**config.mk**
```make
export PLATFORM = sky130hd
export DESIGN_NAME = pipeline_elastic_reg_flat
export DESIGN_NICKNAME = d
export VERILOG_FILES = /design/src/rtl/pipeline_elastic_reg_if.sv /design/src/rtl/pipeline_elastic_reg.sv /design/src/flat_wrapper.sv
export SDC_FILE = /design/constraint.sdc
export NUM_CORES = 1
export LEC_CHECK = 0
export ABC_AREA = 1
export CAP_MARGIN = 40
export CORE_MARGIN = 2
export CORE_UTILIZATION = 35
export CTS_CLUSTER_SIZE = 20
export DETAILED_ROUTE_END_ITERATION = 12
export PLACE_DENSITY = 0.61
export SKIP_LAST_GASP = 1
export SYNTH_ARGS = -nofsm -noshare
export SYNTH_HDL_FRONTEND = slang
export SYNTH_SLANG_ARGS = --single-unit
```
**constraint.sdc**
```tcl
create_clock -name clk -period 2.1 [get_ports clk]
set_input_delay 0.42 -clock clk [delete_from_list [all_inputs] [get_ports clk]]
set_output_delay 0.42 -clock clk [all_outputs]
set_load 0.03 [all_outputs]
```
**src/rtl/pipeline_elastic_reg_if.sv**
```systemverilog
// Upstream/downstream handshake bundle for the elastic pipeline register chain.
// Handshake: a word moves on a rising clock edge exactly when valid and ready
// are both high in that cycle. A producer holds valid and data stable until
// the transfer happens. ready_o is registered and never depends on ready_i
// within the same cycle. data_o is all-zero whenever valid_o is low.
interface pipeline_elastic_reg_if #(
  parameter int WIDTH = 32,
  parameter int DEPTH = 1
);
  localparam int CW = $clog2(2 * DEPTH + 1);

  logic [WIDTH-1:0]   data_i;
  logic               valid_i;
  logic               ready_o;
  logic [WIDTH-1:0]   data_o;
  logic               valid_o;
  logic               ready_i;
  logic [CW-1:0]      count_o;
  logic [2*DEPTH-1:0] state_dbg;  // per-stage FSM state, stage k at [2k+1:2k]

  modport slave (
    input  data_i, valid_i, ready_i,
    output ready_o, data_o, valid_o, count_o, state_dbg
  );

  modport master (
    output data_i, valid_i, ready_i,
    input  ready_o, data_o, valid_o, count_o, state_dbg
  );
endinterface

```
**src/rtl/pipeline_elastic_reg.sv**
```systemverilog
// Elastic pipeline register chain: DEPTH stages, each with a main and a skid
// entry so upstream ready can be a flop. Supports flush, global hold and an
// occupancy count of payloads held in the chain.
module pipeline_elastic_reg #(
  parameter int WIDTH = 32,
  parameter int DEPTH = 1
) (
  input  logic                  clk,
  input  logic                  rst,
  input  logic                  flush_i,
  input  logic                  hold_i,
  pipeline_elastic_reg_if.slave bus
);
  localparam int CW = $clog2(2 * DEPTH + 1);

  typedef enum logic [1:0] {
    S_EMPTY = 2'd0,
    S_HALF  = 2'd1,
    S_FULL  = 2'd2
  } state_e;

  state_e           state_q [DEPTH];
  state_e           state_d [DEPTH];
  logic [WIDTH-1:0] main_q  [DEPTH];
  logic [WIDTH-1:0] main_d  [DEPTH];
  logic [WIDTH-1:0] skid_q  [DEPTH];
  logic [WIDTH-1:0] skid_d  [DEPTH];
  logic [WIDTH-1:0] in_data [DEPTH];
  logic [DEPTH-1:0] rdy_q;
  logic [DEPTH-1:0] rdy_d;
  logic [DEPTH-1:0] in_valid;
  logic [DEPTH-1:0] out_ready;
  logic [DEPTH-1:0] push;
  logic [DEPTH-1:0] pop;
  logic [CW-1:0]    count_q;
  logic [CW-1:0]    count_d;
  logic             out_valid;

  // Per-stage handshake: hold_i freezes every transfer in the chain.
  always_comb begin
    in_valid[0] = bus.valid_i;
    in_data[0]  = bus.data_i;
    for (int k = 1; k < DEPTH; k++) begin
      in_valid[k] = (state_q[k-1] != S_EMPTY);
      in_data[k]  = main_q[k-1];
    end
    out_ready[DEPTH-1] = bus.ready_i;
    for (int k = 0; k < DEPTH - 1; k++) begin
      out_ready[k] = rdy_q[k+1];
    end
    for (int k = 0; k < DEPTH; k++) begin
      push[k] = in_valid[k] & rdy_q[k] & ~hold_i;
      pop[k]  = (state_q[k] != S_EMPTY) & out_ready[k] & ~hold_i;
    end
  end

  // Stage FSM next state, entry data, registered ready and occupancy count.
  always_comb begin
    for (int k = 0; k < DEPTH; k++) begin
      state_d[k] = state_q[k];
      main_d[k]  = main_q[k];
      skid_d[k]  = skid_q[k];
      unique case (state_q[k])
        S_EMPTY: begin
          if (push[k]) begin
            state_d[k] = S_HALF;
            main_d[k]  = in_data[k];
          end
        end
        S_HALF: begin
          if (push[k] && pop[k]) begin
            main_d[k] = in_data[k];
          end else if (push[k]) begin
            state_d[k] = S_FULL;
            skid_d[k]  = in_data[k];
          end else if (pop[k]) begin
            state_d[k] = S_EMPTY;
            main_d[k]  = '0;
          end
        end
        S_FULL: begin
          // ready is low here, so only a pop can happen
          if (pop[k]) begin
            state_d[k] = S_HALF;
            main_d[k]  = skid_q[k];
            skid_d[k]  = '0;
          end
        end
        default: begin
          state_d[k] = S_EMPTY;
        end
      endcase
      if (flush_i) begin
        state_d[k] = S_EMPTY;
        main_d[k]  = '0;
        skid_d[k]  = '0;
      end
      rdy_d[k] = (state_d[k] != S_FULL);
    end

    count_d = count_q;
    if (push[0] && !pop[DEPTH-1]) begin
      count_d = count_q + CW'(1);
    end else if (!push[0] && pop[DEPTH-1]) begin
      count_d = count_q - CW'(1);
    end
    if (flush_i) begin
      count_d = '0;
    end
  end

  // State registers; reset empties the chain and makes stage 0 ready.
  always_ff @(posedge clk) begin
    if (rst) begin
      for (int k = 0; k < DEPTH; k++) begin
        state_q[k] <= S_EMPTY;
        main_q[k]  <= '0;
        skid_q[k]  <= '0;
      end
      rdy_q   <= '1;
      count_q <= '0;
    end else begin
      for (int k = 0; k < DEPTH; k++) begin
        state_q[k] <= state_d[k];
        main_q[k]  <= main_d[k];
        skid_q[k]  <= skid_d[k];
      end
      rdy_q   <= rdy_d;
      count_q <= count_d;
    end
  end

  // Outputs: hold masks the handshake combinationally, data is zero when idle.
  always_comb begin
    out_valid   = (state_q[DEPTH-1] != S_EMPTY) & ~hold_i;
    bus.valid_o = out_valid;
    bus.ready_o = rdy_q[0] & ~hold_i;
    bus.data_o  = out_valid ? main_q[DEPTH-1] : '0;
    bus.count_o = count_q;
    for (int k = 0; k < DEPTH; k++) begin
      bus.state_dbg[2*k +: 2] = state_q[k];
    end
  end

  // Occupancy can never exceed the chain capacity.
  count_le_cap: assert property (@(posedge clk) disable iff (rst)
    count_q <= CW'(2 * DEPTH));
endmodule
```
**src/flat_wrapper.sv**
```systemverilog
// flat-port wrapper written by rule: the top's interface ports become plain ports
module pipeline_elastic_reg_flat 
#(
  parameter int WIDTH = 32,
  parameter int DEPTH = 1
)
  (clk, rst, flush_i, hold_i, bus_data_i, bus_valid_i, bus_ready_i, bus_ready_o, bus_data_o, bus_valid_o, bus_count_o, bus_state_dbg);
  pipeline_elastic_reg_if #(.WIDTH(WIDTH), .DEPTH(DEPTH)) bus_i ();
  input  logic clk;
  input  logic rst;
  input  logic flush_i;
  input  logic hold_i;
  input wire logic [$bits(bus_i.data_i)-1:0] bus_data_i;
  input wire logic [$bits(bus_i.valid_i)-1:0] bus_valid_i;
  input wire logic [$bits(bus_i.ready_i)-1:0] bus_ready_i;
  output wire logic [$bits(bus_i.ready_o)-1:0] bus_ready_o;
  output wire logic [$bits(bus_i.data_o)-1:0] bus_data_o;
  output wire logic [$bits(bus_i.valid_o)-1:0] bus_valid_o;
  output wire logic [$bits(bus_i.count_o)-1:0] bus_count_o;
  output wire logic [$bits(bus_i.state_dbg)-1:0] bus_state_dbg;
  assign bus_i.data_i = bus_data_i;
  assign bus_i.valid_i = bus_valid_i;
  assign bus_i.ready_i = bus_ready_i;
  assign bus_ready_o = bus_i.ready_o;
  assign bus_data_o = bus_i.data_o;
  assign bus_valid_o = bus_i.valid_o;
  assign bus_count_o = bus_i.count_o;
  assign bus_state_dbg = bus_i.state_dbg;
  pipeline_elastic_reg #(.WIDTH(WIDTH), .DEPTH(DEPTH)) u_core (.clk(clk), .rst(rst), .flush_i(flush_i), .hold_i(hold_i), .bus(bus_i));
endmodule
```
* Word-level counts from Yosys, hierarchy flattened *
Memory sizes are Yosys's and may differ from the RTL's.
Cells that the tools add are included.
Widths: inputs -> output; s select.

word-level totals
  RAM bits = 66
  logic and storage cells = 60
  input port bits = 38
  flip-flop bits (word level) = 3
  memories = 3
  output and inout bits = 38

memories
  name            words  width  read ports  clocked after memory_dff  write ports  RTL line                    RTL
  u_core.main_q   1      32     1           0                         1            pipeline_elastic_reg.sv:24  logic [WIDTH-1:0] main_q [DEPTH];
  u_core.skid_q   1      32     1           0                         1            pipeline_elastic_reg.sv:26  logic [WIDTH-1:0] skid_q [DEPTH];
  u_core.state_q  1      2      1           0                         1            pipeline_elastic_reg.sv:22  state_e state_q [DEPTH];

operators by class
  equal/unequal tests = 3
  multiplexer cells = 31
  $add $sub $neg = 2
  bitwise operators = 7
  reductions and logical operators = 12

operators by type and width
  operator             number
  $mux 32              13
  $pmux 32 s3          1
  $pmux 32 s2          1
  $reduce_or 32->1     2
  $mux 2               9
  $and 1x1->1          6
  $mux 1               6
  $pmux 2 s3           1
  $reduce_bool 2->1    2
  $reduce_or 2->1      2
  $logic_and 1x1->1    3
  $add 2x1->2 const B  1
  $eq 2x1->1 const B   1
  $eq 2x2->1 const B   1
  $logic_not 1->1      2
  $logic_not 2->1      1
  $ne 2x2->1 const B   1
  $sub 2x1->2 const B  1
  $not 1->1            1

* Depth between registers and ports, before layout *
Gate-level depths: netlist (run 1).

  word-level depth = 9
  depth in mapped cells = 13
  depth with buffers taken out = 13

* Worst setup path after synthesis (run 1) *
No wires, ideal clock.

  path type = register to output
  start = mem u_core.state_q[0][0] (netlist name)
  end = out bus_data_o[10]
  setup slack = -0.279 ns
  data arrival time = 1.959 ns
  cell stages (with the launch flop) = 7
  data required time = 1.680 ns
  path buffers = 1
  cells stage by stage = dfxtp_1 inv_1 ha_1 nor2_4 inv_1 clkbuf_1 nor2_1

between the ends
  cells in the longest elaborated chain, start to end = 4

RTL lines
  element                RTL line                     RTL
  from (decl)            pipeline_elastic_reg.sv:22
  $mem_v2 1x2            n/a
  $reduce_bool 2->1      n/a
  $and 1x1->1            pipeline_elastic_reg.sv:135  out_valid = (state_q[DEPTH-1] != S_EMPTY) & ~hold_i;
  named net bus_valid_o  flat_wrapper.sv:18           output wire logic [$bits(bus_i.valid_o)-1:0] bus_valid_o;
  $mux 32                pipeline_elastic_reg.sv:138  bus.data_o = out_valid ? main_q[DEPTH-1] : '0;
  to (decl)              flat_wrapper.sv:17           output wire logic [$bits(bus_i.data_o)-1:0] bus_data_o;

The timed path passes the listed nets, and every way through them passes these cells.

* Worst setup path after layout (run 1) *
  start = mem u_core.state_q[0][0] (netlist name)
  end = out bus_data_o[31]

between the ends
  cells in the longest elaborated chain, start to end = 4

RTL lines
  element            RTL line
  $mem_v2 1x2        n/a
  $reduce_bool 2->1  n/a
  $and 1x1->1        pipeline_elastic_reg.sv:135
  $mux 32            pipeline_elastic_reg.sv:138

Every way passes these cells.

==> qor.csv, run 1 <==
stage,metric,value,unit
sta,relative slew slack,75.02,%
power,Pwr Total,0.002928,W
critical_path,worst-path fanout max,6,
power,power density cells,558.9,nW/µm²
sta,setup ws final,93.19,ps
worst_hold_path,HP Class,reg2reg,
cts,Clock Tree Root,clkbuf_8,
power,Net Switching,0.0008125,W
final_layout,Final Non-Filler Cells,783,
die,floorplan core area,9864,µm²
final_layout,Area Growth Syn to Fin,46.60,%
critical_path,r2r setup slk,130,ps
yosys,Post-Syn Area,3573,µm²
cts,CTS tree,done,
critical_path,"Slowest-stage cell, CP",dfxtp_2,
yosys,Post-Syn Instances,553,
power,Combinational Power Share,17.1,%
critical_path,startpoint type of the worst setup path,flip-flop,
power,sw frac,27.75,%
placement,placer congestion estimate,0.7948,
final_layout,Fillers,936,
final_layout,ant diodes,0,
power,Clk pwr share,36.3,%
critical_path,Reg-to-Reg End,u_core.main_q[0][25]$_SDFFE_PP0P_,
worst_hold_path,Worst Hold Depth,2,
sta,fmax,498.3,MHz
critical_path,crit end category,output pin,
placement,pre-CTS setup slack,-362.7,ps
die,io pins,76,
sta,final period utilization,95.56,%
yosys,multiplexer area fraction after synthesis,0,%
placement,Port Buffer Count,75,
worst_hold_path,Min-Delay Startpoint,u_core.skid_q[0][28]$_SDFFE_PP0P_,
yosys,"Net Count, Synth",597,
final_layout,share of post-route cells with drive strength above 1,22.31,%
sta,Period minus WS final,2007,ps
cts,H-tree Lvls,3,
critical_path,Critical Path RT,1680,ps
global_routing,largest net degree at the start of global routing,33,
die,Initial Util,36.23,%
cts,CTS hold repair buffers,0,
yosys,post-synthesis cell type count,22,
sta,Worst Clk Skew,7.609,ps
die,Die Width,105.0,µm
detailed_routing,DR vias/cell,4.861,
die,Die Height,105.0,µm
die,Die ar.,11030,µm²
yosys,XOR/XNOR Fraction of Synth Area,0,%
yosys,post-synthesis adder-cell area fraction,2.101,%
cts,Clock Tree Buf Depth,2,
yosys,mean post-synth cell area,6.462,µm²
critical_path,cell mode on critical path,buf_6,
detailed_routing,DRT iter0 DRCs,229,
critical_path,crit-path cells,"inv_2, ha_4, nor2_4, buf_6, inv_8, buf_6, nor2_4, buf_6",
detailed_routing,residual DRC count,0,
detailed_routing,first drt pass iteration count,5,
run,max_cap viols,0,
critical_path,Crit Path Category,reg2out,
cts,Worst-path clk slew,80,ps
global_routing,vias in the first global route,3495,
power,Power Internal,0.002116,W
die,Cell Rows,36,
global_routing,initial antenna violation count,0,
yosys,post-synthesis sequential area ratio,38.66,%
yosys,main combinational cell family by area after synthesis,simple AND/OR/NAND/NOR gates,
status,status,completed,
worst_hold_path,Min-Delay Endpoint,u_core.skid_q[0][28]$_SDFFE_PP0P_,
detailed_routing,Vias,3806,
critical_path,CP Data Arrival Time,1590,ps
sta,RSZ-0062 raised after global routing,yes,
global_routing,first-pass GRT wire length,16770,µm
sta,final setup vio count,0,
yosys,Yosys Warn Count,0,
critical_path,Worst path max stage delay,340,ps
sta,"Hold Violations, Final",0,
cts,cts bufs inserted,9,
placement,Post-DP HPWL,6690,µm
placement,number of cells in the design after placement,758,
power,share of power burned in registers,46.5,%
cts,later-pin clock latency in the skew report,340,ps
critical_path,Register-to-Register Path Depth,14,
critical_path,Worst R2R Start,u_core.state_q[0][0]$_SDFF_PP0_,
detailed_routing,final WL,10310,µm
power,leak pwr,1.856,nW
final_layout,nets,690,
power,Peak VDD IR,0.0004576,V
yosys,#FFs+latches synth,69,
sta,max-slew violation count,0,
global_routing,Tot GR Track Use,18.78,%
sta,Slew @ Worst Pin,374.8,ps
cts,CTS Sinks,69,
yosys,Compound-Gate Fraction of Synth Area,10.68,%
yosys,Post-Synth Simple-Gate Area,35.29,%
detailed_routing,Avg WL per Cell,13.17,µm
detailed_routing,Post-DRT Antenna Nets,0,
global_routing,GRT overflow,0,
area by class of cell:
| type | instances | area, µm² | area share (%) |
|---|---|---|---|
| flip-flops and latches | 69 | 1384 | 26.42 |
| clock inverters | 6 | 63.81 | 1.218 |
| repair buffers | 118 | 1210 | 23.10 |
| inverters | 76 | 292.8 | 5.589 |
| multi-input cells | 372 | 1998 | 38.14 |
| clock buffers | 9 | 123.9 | 2.364 |
| well taps | 133 | 166.4 | 3.177 |
cell usage in the layout, fill, tap and decap left out, drive strengths merged:
| master | netlist | layout |
|---|---|---|
| a21oi | 69 | 69 |
| buf | 22 | 77 |
| bufinv | 0 | 1 |
| clkbuf | 15 | 9 |
| clkdlybuf4s50 | 0 | 40 |
| clkinv | 0 | 2 |
| clkinvlp | 0 | 2 |
| dfxtp | 69 | 69 |
| dlygate4sd2 | 0 | 1 |
| ha | 6 | 6 |
| inv | 76 | 77 |
| nand2 | 85 | 85 |
| nand3 | 36 | 36 |
| nand4 | 32 | 32 |
| nor2 | 137 | 138 |
| o21ai | 5 | 5 |
| o21bai | 1 | 1 |
synth_stat cells (all sizes together):
library cell / instances / area share [%]
a21oi: 69 / 9.7
buf: 22 / 3.7
clkbuf: 15 / 1.6
dfxtp: 69 / 39
ha: 6 / 2.1
inv: 76 / 8.0
nand2: 85 / 9.3
nand3: 36 / 5.3
nand4: 32 / 5.6
nor2: 137 / 15
o21ai: 5 / 0.70
o21bai: 1 / 0.32
per-stage QoR:
stage | cell area [µm²] | utilization [%] | hold slack [ps] | TNS (ps)
2_1_floorplan | 3816 | - | 440.1 | 0
3_3_place_gp | 4815 | 48.81 | 446.2 | -16110
3_5_place_dp | 4815 | 48.81 | 450.6 | -19760
4_1_cts | 5142 | 52.13 | 462.7 | 0
5_1_grt | 5239 | 53.11 | 474.3 | -55.48
6_report | 5239 | 53.11 | 461.6 | 0
state kept, by name, indices dropped and copies added (netlist names):
signal	count
u_core.state_q	2
u_core.skid_q	32
u_core.bus.count_o	2
u_core.main_q	32
u_core.rdy_q	1
per-layer routing:
metal  GRT usage, %  up-vias  share of wire (%)
li1               -     1928                  -
met1          24.43     1750                 44
met2          31.31      120                 49
met3          3.681        8                6.2
met4          5.714        0               0.84
met5              0        -                  0
critical path: cells and delay by family, from the launching register on:
| family | cells | cell delay, ps |
|---|---|---|
| fa+ha+maj | 1 | 170 |
| simple gates | 2 | 220 |
| flops | 1 | 340 |
| buf+inv | 5 | 530 |
power groups by stage:
| stage | sequential, W | combinational (W) | clock [W] |
|---|---|---|---|
| floorplan | 0.00139 | 0.000268 | 0 |
| global placement | 0.00139 | 0.000455 | 0 |
| detailed placement | 0.00139 | 0.000459 | 0 |
| CTS | 0.00136 | 0.000481 | 0.00109 |
| global route | 0.00137 | 0.000549 | 0.00115 |
| finish | 0.00136 | 0.000502 | 0.00106 |
cell families (layout without fill, tap and decap cells):
kind of cell             count (synthesis)  count (layout)
AND/OR/NAND/NOR                        290             291
buffers and inverters                  113             209
adder cells (fa/ha/maj)                  6               6
flip-flops                              69              69
AO/OA/AOI/OAI                           75              75
how the worst max path moves through the flow:
stage                     slack (ps)                           endpoint                            start
after floorplan                   10   u_core.main_q[0][0]$_SDFFE_PP0P_  u_core.state_q[0][0]$_SDFF_PP0_
after global placement          -290   u_core.main_q[0][3]$_SDFFE_PP0P_                           hold_i
after detailed placement        -360  u_core.main_q[0][24]$_SDFFE_PP0P_                           hold_i
after CTS                         20                     bus_data_o[31]  u_core.state_q[0][1]$_SDFF_PP0_
after global routing             -20   u_core.main_q[0][5]$_SDFFE_PP0P_  u_core.state_q[0][0]$_SDFF_PP0_
final                             90                     bus_data_o[31]  u_core.state_q[0][0]$_SDFF_PP0_
what timing repair did:
item,CTS,global route
setup endpoints to repair,64,63
pin swaps,2,2
cloned,3,0
setup buffers,3,4
resized for setup,20,10
No activity file was read; power rests on OpenSTA's default activity.
==> inputs of run 2 (changes only) <==
CTS_BUF_LIST = sky130_fd_sc_hd__clkbuf_4 sky130_fd_sc_hd__clkbuf_8   (was not set)
GPL_ROUTABILITY_DRIVEN = 0   (was not set)
==> results of run 2 <==
No change in the layout: final DEF, timing and power equal those of run 1.
